**config.mk**
```make
export PLATFORM = sky130hd
export DESIGN_NAME = top_level
export DESIGN_NICKNAME = d
export VERILOG_FILES = /design/src/rtl/top_level.sv
export SDC_FILE = /design/constraint.sdc
export NUM_CORES = 1
export LEC_CHECK = 0
export CORE_MARGIN = 2
export CORE_UTILIZATION = 62
export CTS_CLUSTER_DIAMETER = 150
export DETAILED_ROUTE_END_ITERATION = 16
export HOLD_SLACK_MARGIN = 0.12
export PLACE_DENSITY = 0.81
export SLEW_MARGIN = 20
export SYNTH_ARGS = -nofsm -noshare
export SYNTH_HDL_FRONTEND = slang
export SYNTH_SLANG_ARGS = --single-unit
```
**constraint.sdc**
```tcl
create_clock -name clk -period 7.56 [get_ports clk]
set_clock_uncertainty 0.1 [all_clocks]
set_input_delay 1.512 -clock clk [delete_from_list [all_inputs] [get_ports clk]]
set_output_delay 1.512 -clock clk [all_outputs]
set_load 0.05 [all_outputs]
```
**src/rtl/top_level.sv**
```systemverilog
// Single-car, 8-floor elevator controller: button synchronizers, request register,
// collective scheduling FSM and a 4-digit multiplexed seven-segment status display.
module top_level #(
    parameter int MOVE_CYCLES    = 50_000_000,
    parameter int DOOR_CYCLES    = 100_000_000,
    parameter int REFRESH_CYCLES = 100_000
) (
    input  logic       clk,
    input  logic       resetBtn,
    input  logic [5:0] sw_in,
    input  logic       button_up_in,
    input  logic       button_down_in,
    input  logic       button_in_in,
    output logic [6:0] seg_out,
    output logic [3:0] an_out,
    output logic       led0_out
);

    typedef enum logic [1:0] {IDLE, MOVE_UP, MOVE_DOWN, DOOR} state_t;

    state_t      r_state;
    logic [2:0]  r_floor;
    logic        r_dir;      // 1 = up
    logic [31:0] r_cnt;
    logic [7:0]  r_req;
    logic        r_led;
    logic [2:0]  r_sync1, r_sync2, r_prev;
    logic [31:0] r_ref_cnt;
    logic [1:0]  r_digit;

    logic [2:0]  w_pulse;
    logic [7:0]  w_req_set, w_clr;
    logic [2:0]  w_nf, w_low;
    logic        w_last_move, w_last_door;
    logic        w_up_cur, w_dn_cur, w_up_nf, w_dn_nf;

    function automatic logic any_above(input logic [7:0] r, input logic [2:0] f);
        logic a;
        a = 1'b0;
        for (int i = 0; i < 8; i++)
            if (i > int'(f) && r[i]) a = 1'b1;
        return a;
    endfunction

    function automatic logic any_below(input logic [7:0] r, input logic [2:0] f);
        logic a;
        a = 1'b0;
        for (int i = 0; i < 8; i++)
            if (i < int'(f) && r[i]) a = 1'b1;
        return a;
    endfunction

    function automatic logic [6:0] glyph(input logic [2:0] f);
        case (f)
            3'd0:    glyph = 7'b1000000;
            3'd1:    glyph = 7'b1111001;
            3'd2:    glyph = 7'b0100100;
            3'd3:    glyph = 7'b0110000;
            3'd4:    glyph = 7'b0011001;
            3'd5:    glyph = 7'b0010010;
            3'd6:    glyph = 7'b0000010;
            default: glyph = 7'b1111000;
        endcase
    endfunction

    // Bit order in the synchronizer chain: {up, down, in}.
    always_ff @(posedge clk or posedge resetBtn) begin
        if (resetBtn) begin
            r_sync1 <= '0;
            r_sync2 <= '0;
            r_prev  <= '0;
        end else begin
            r_sync1 <= {button_up_in, button_down_in, button_in_in};
            r_sync2 <= r_sync1;
            r_prev  <= r_sync2;
        end
    end

    assign w_pulse = r_sync2 & ~r_prev;

    always_comb begin
        w_req_set = '0;
        if (w_pulse[2] || w_pulse[1]) w_req_set = w_req_set | (8'b1 << sw_in[5:3]);
        if (w_pulse[0])               w_req_set = w_req_set | (8'b1 << sw_in[2:0]);
    end

    assign w_last_move = (r_cnt == 32'(MOVE_CYCLES - 1));
    assign w_last_door = (r_cnt == 32'(DOOR_CYCLES - 1));
    assign w_up_cur    = any_above(r_req, r_floor);
    assign w_dn_cur    = any_below(r_req, r_floor);
    assign w_up_nf     = any_above(r_req, w_nf);
    assign w_dn_nf     = any_below(r_req, w_nf);

    // Floor the car reaches at the end of the current move; clamped at 0 and 7.
    always_comb begin
        w_nf = r_floor;
        if (r_state == MOVE_UP && r_floor != 3'd7)   w_nf = r_floor + 3'd1;
        if (r_state == MOVE_DOWN && r_floor != 3'd0) w_nf = r_floor - 3'd1;
    end

    // The served floor is cleared on door entry and for the whole door period.
    always_comb begin
        w_clr = '0;
        if (r_state == DOOR || (r_state == IDLE && r_req[r_floor]))
            w_clr = 8'b1 << r_floor;
        else if ((r_state == MOVE_UP || r_state == MOVE_DOWN) && w_last_move && r_req[w_nf])
            w_clr = 8'b1 << w_nf;
    end

    always_ff @(posedge clk or posedge resetBtn) begin
        if (resetBtn) begin
            r_state <= IDLE;
            r_floor <= '0;
            r_dir   <= 1'b1;
            r_cnt   <= '0;
            r_req   <= '0;
            r_led   <= 1'b0;
        end else begin
            r_req <= (r_req | w_req_set) & ~w_clr;
            case (r_state)
                IDLE: begin
                    r_cnt <= '0;
                    if (r_req[r_floor]) begin
                        r_state <= DOOR;
                        r_led   <= 1'b1;
                    end else if (w_up_cur) begin
                        r_state <= MOVE_UP;
                        r_dir   <= 1'b1;
                    end else if (w_dn_cur) begin
                        r_state <= MOVE_DOWN;
                        r_dir   <= 1'b0;
                    end
                end
                MOVE_UP, MOVE_DOWN: begin
                    if (w_last_move) begin
                        r_cnt   <= '0;
                        r_floor <= w_nf;
                        if (r_req[w_nf]) begin
                            r_state <= DOOR;
                            r_led   <= 1'b1;
                        end else if (r_dir ? w_up_nf : w_dn_nf) begin
                            r_state <= r_state;
                        end else if (r_dir ? w_dn_nf : w_up_nf) begin
                            r_state <= r_dir ? MOVE_DOWN : MOVE_UP;
                            r_dir   <= ~r_dir;
                        end else begin
                            r_state <= IDLE;
                        end
                    end else begin
                        r_cnt <= r_cnt + 32'd1;
                    end
                end
                default: begin
                    if (w_last_door) begin
                        r_cnt <= '0;
                        r_led <= 1'b0;
                        if (r_dir ? w_up_cur : w_dn_cur) begin
                            r_state <= r_dir ? MOVE_UP : MOVE_DOWN;
                        end else if (r_dir ? w_dn_cur : w_up_cur) begin
                            r_state <= r_dir ? MOVE_DOWN : MOVE_UP;
                            r_dir   <= ~r_dir;
                        end else begin
                            r_state <= IDLE;
                        end
                    end else begin
                        r_cnt <= r_cnt + 32'd1;
                    end
                end
            endcase
        end
    end

    always_ff @(posedge clk or posedge resetBtn) begin
        if (resetBtn) begin
            r_ref_cnt <= '0;
            r_digit   <= '0;
        end else if (r_ref_cnt == 32'(REFRESH_CYCLES - 1)) begin
            r_ref_cnt <= '0;
            r_digit   <= r_digit + 2'd1;
        end else begin
            r_ref_cnt <= r_ref_cnt + 32'd1;
        end
    end

    always_comb begin
        w_low = 3'd0;
        for (int i = 7; i >= 0; i--)
            if (r_req[i]) w_low = 3'(i);
    end

    always_comb begin
        seg_out = 7'b1111111;
        case (r_digit)
            2'd0: seg_out = glyph(r_floor);
            2'd1: seg_out = (r_state == MOVE_UP)   ? 7'b1000001 :
                            (r_state == MOVE_DOWN) ? 7'b0100001 : 7'b0111111;
            2'd2: seg_out = (|r_req) ? glyph(w_low) : 7'b1111111;
            default: seg_out = 7'b1111111;
        endcase
    end

    assign an_out   = ~(4'b0001 << r_digit);
    assign led0_out = r_led;

endmodule

```
==> results by group <==
Placed design
  • Final Wtd Congestion: 0.977
  • Port bufs: 22
  • Pre-CTS setup slack: 3010 ps
  • DP Wirelength: roughly 8.5 mm
  • Placement Cell Area: 0.00588 mm2

Synthesis
  • Unique masters post-synth: 72
  • Mux contribution to synthesized area: 2.87%
  • Yosys Warn Count: 0
  • Gate count of the mapped netlist: 616
  • Adder-Cell Fraction of Synth Area: under 10%
  • Flops & latches, synth: 90
  • Area share of xor/xnor cells in the synthesized design: between 10% and 20%
  • Sequential-to-total area share from yosys stat: between 40% and 50%
  • Syn Nets: 645
  • Post-synthesis async set-or-reset flop share: 100%
  • Largest family of logic cells by synthesized area: simple AND/OR/NAND/NOR gates
  • Post-synth EDFFs: 0
  • Synth area leaders: dfrtp_1 40%, nor2_1 5.4%, xnor2_1 5.1%
  • Compound-gate portion of the synthesized area: between 10% and 20%
  • Syn Area/Cell: 9.12 um2
  • Yosys top cell area share: 39.6%
  • Post-synth top flop: dfrtp_1
  • Simple-gate area share of the yosys netlist: 24.1%
  • Post-Synthesis Cell Area: between 0.005 and 0.006 mm2
  • Area leader, netlist: dfrtp_1

Drt
  • Routed len/inst: approximately 16 um
  • Post-DRT Antenna Nets: 0
  • 1st-iter DRT viols: ~400
  • DR DRC count: 0
  • Pre-antenna DRT Iters: 5
  • Routed WL: roughly 12 mm
  • Routed vias: about 4600
  • Vias/cell: about 6.2

Power and ir drop
  • Worst IR drop on VDD: 0.0892 mV
  • Switching power: 197 uW
  • Sw Ratio: approximately a quarter
  • Leak: roughly 0.0027 uW
  • Sequential Power Share: between 50% and 60%
  • Combinational share of power: ~3.4%
  • Power Internal: roughly 630 uW
  • Clock power share: 37.8%
  • Power Dens Cells: between 100 and 150 mW/mm2

Clock tree
  • CTS max path bufs: 2
  • CTS Sinks: 90
  • CTS tree: done
  • Htree depth: 3
  • Root buffer selected by CTS: clkbuf_8
  • Postcts setup bufs: 0
  • Num CTS Buffers: 9
  • PostCTS Resize Cnt: 0
  • Clock transition at path regs: roughly 90 ps
  • # hold bufs at CTS: 0
  • Clock Latency Late Sink: 370 ps

GRT
  • Largest net degree at the start of global routing: between 90 and 100
  • Vias in the first global route: 4441
  • Total global-route track usage: about a quarter
  • Initial antenna violation count: 0
  • First-pass GRT wire length: between 20 and 25 mm
  • Grt total ovfl: 0

Critical path
  • Worst R2R Setup Slack: 3600 ps
  • Largest fanout on the critical path: 19
  • Crit path DAT: 3340 ps
  • Reg2Reg Launch Point: r_floor[0]$_DFFE_PP0P_
  • Worst r2r path cells: 11
  • Crit. End Element: output pin
  • Startpoint Class: flop
  • RR Endpoint: r_state[1]$_DFFE_PP0P_
  • Crit Path Category: flop to output pin
  • Worst endpoint required time: 5950 ps

STA
  • Fin Setup TNS: 0 ps
  • Setup violators final: 0
  • Max-slew violation count: 0
  • Min Tclk post-route: between 4000 and 5000 ps
  • Final cycle utilization of the critical path: 65.6%
  • RSZ-0062 raised after global routing: no
  • Max_slew headroom: ~40%
  • FMAX: between 200 and 250 MHz
  • Slew of the pin with the lowest slew margin: about 910 ps
  • PnR worst setup slack: between 2000 and 3000 ps
  • Final hold violation count: 0

Floorplan
  • Die width: ~99 um
  • Initial Util: about 64%
  • Die Area: around 0.0098 mm2
  • Die Y: between 90 and 100 um
  • Num rows: 34
  • I/O pin count: 23
  • CORE AREA: around 0.0088 mm2

Min path
  • Hold Path Sink: r_sync2[1]$_DFF_PP0_
  • Worst hold start: r_sync1[1]$_DFF_PP0_
  • Cells on Worst Hold Path: 0
  • Min-delay worst type: flop to flop

Layout
  • Post-layout nets: about 660
  • Most common cell after layout, fill and taps aside: dfrtp_1
  • Fill cells: ~650
  • Highest-count cells in the layout ignoring fill and taps: 89 x dfrtp_1, 81 x nor2_1, 44 x nand2_1, 33 x xnor2_1, 31 x nand3_1
  • Synthesis-to-finish area growth: 8.11%
  • Ant diodes: 0
  • Layout cell share with drive strength beyond 1: between 6 and 7%
  • Fin area: ~0.0061 mm2

Run status
  • Status: completed

Run
  • Max-Cap Viols: 0
==> stage by stage <==
stage | hold WS, ps | utilization [%] | total power [uW] | std cells
detailed placement | 241 | 67.1 | 526 | 725
global placement | 233 | 67.1 | 525 | 725
global route | 265 | 69.3 | 865 | 741
floorplan | 231 | - | 514 | 616
finish | 257 | 69.3 | 831 | 741
CTS | 262 | 69.3 | 840 | 741
==> worst max-delay path by stage <==
stage	start	to	cells past startpoint
floorplan	resetBtn	led0_out$_DFFE_PP0P_	1
global placement	r_floor[0]$_DFFE_PP0P_	seg_out[5]	7
detailed placement	r_floor[0]$_DFFE_PP0P_	seg_out[5]	7
CTS	r_floor[0]$_DFFE_PP0P_	seg_out[5]	7
global route	r_floor[0]$_DFFE_PP0P_	seg_out[5]	7
finish	r_floor[0]$_DFFE_PP0P_	seg_out[5]	7
==> registers in the layout, indices dropped and copies added (netlist names) <==
signal and cells:
r_dir 1, r_digit 2, r_state 2, led0_out 1, r_cnt 32, r_floor 3
r_ref_cnt 32, r_req 8, r_prev 3, r_sync2 3, r_sync1 3
==> cells in the mapped netlist (4+ instances only) <==
| master | count |
|---|---|
| a21oi_1 | 30 |
| mux2i_1 | 9 |
| xnor2_1 | 33 |
| dfrtp_1 | 89 |
| and2_1 | 9 |
| clkbuf_1 | 19 |
| nand4_1 | 18 |
| nor2_1 | 81 |
| a31oi_1 | 6 |
| nor4_1 | 7 |
| nand2b_1 | 6 |
| inv_1 | 26 |
| nand3_1 | 31 |
| xor2_1 | 29 |
| a221oi_1 | 7 |
| nor4b_1 | 5 |
| o21ai_0 | 21 |
| or4_1 | 4 |
| a21o_1 | 9 |
| nor3_1 | 9 |
| o31ai_1 | 6 |
| and4_1 | 6 |
| and3_1 | 12 |
| nand2_1 | 44 |
| nor2b_1 | 11 |
| o211ai_1 | 8 |
| ha_1 | 18 |
==> logic make-up after synthesis <==
family | count (synthesis)
AOI/OAI and AO/OA | 120
DFF | 90
xor gates and xnor gates | 63
adders and majority gates | 18
muxes | 14
and+or+nand+nor | 262
buffers and inverters | 49
==> per-layer routing <==
metal  global-route usage [%]  vias to the layer above  share of wire, %
li1                         -                     2211                 -
met1                     35.7                     2251                45
met2                     40.7                      140                48
met3                     3.30                       23               4.4
met4                     10.5                        0               2.0
met5                        0                        -                 0
==> critical path: stages (launching register included) <==
cell,delay [ps]
dfrtp_1,810
inv_1,310
ha_1,440
nor3b_1,210
a21oi_1,120
a21oi_1,60
o211ai_1,200
clkdlybuf4s50_1,840
==> cell type report <==
| cell class | instances | area, um2 | share of cell area (%) |
|---|---|---|---|
| multi-input combinational | 477 | 3160 | 52.0 |
| sequential | 90 | 2250 | 37.1 |
| timing repair buffer | 24 | 239 | 3.93 |
| clock buffer | 11 | 151 | 2.49 |
| tap | 108 | 135 | 2.22 |
| inverter | 26 | 98.8 | 1.63 |
| clock inverter | 5 | 37.5 | 0.618 |
==> power groups by stage <==
stage	Combinational (uW)	Sequential, uW	Clock, uW
2_1_floorplan	18.7	495	0
3_3_place_gp	27.5	498	0
3_5_place_dp	28.0	498	0
4_1_cts	28.2	489	323
5_1_grt	31.7	490	343
6_report	27.9	489	314
Note: power is estimated with default switching activity, not from simulation.
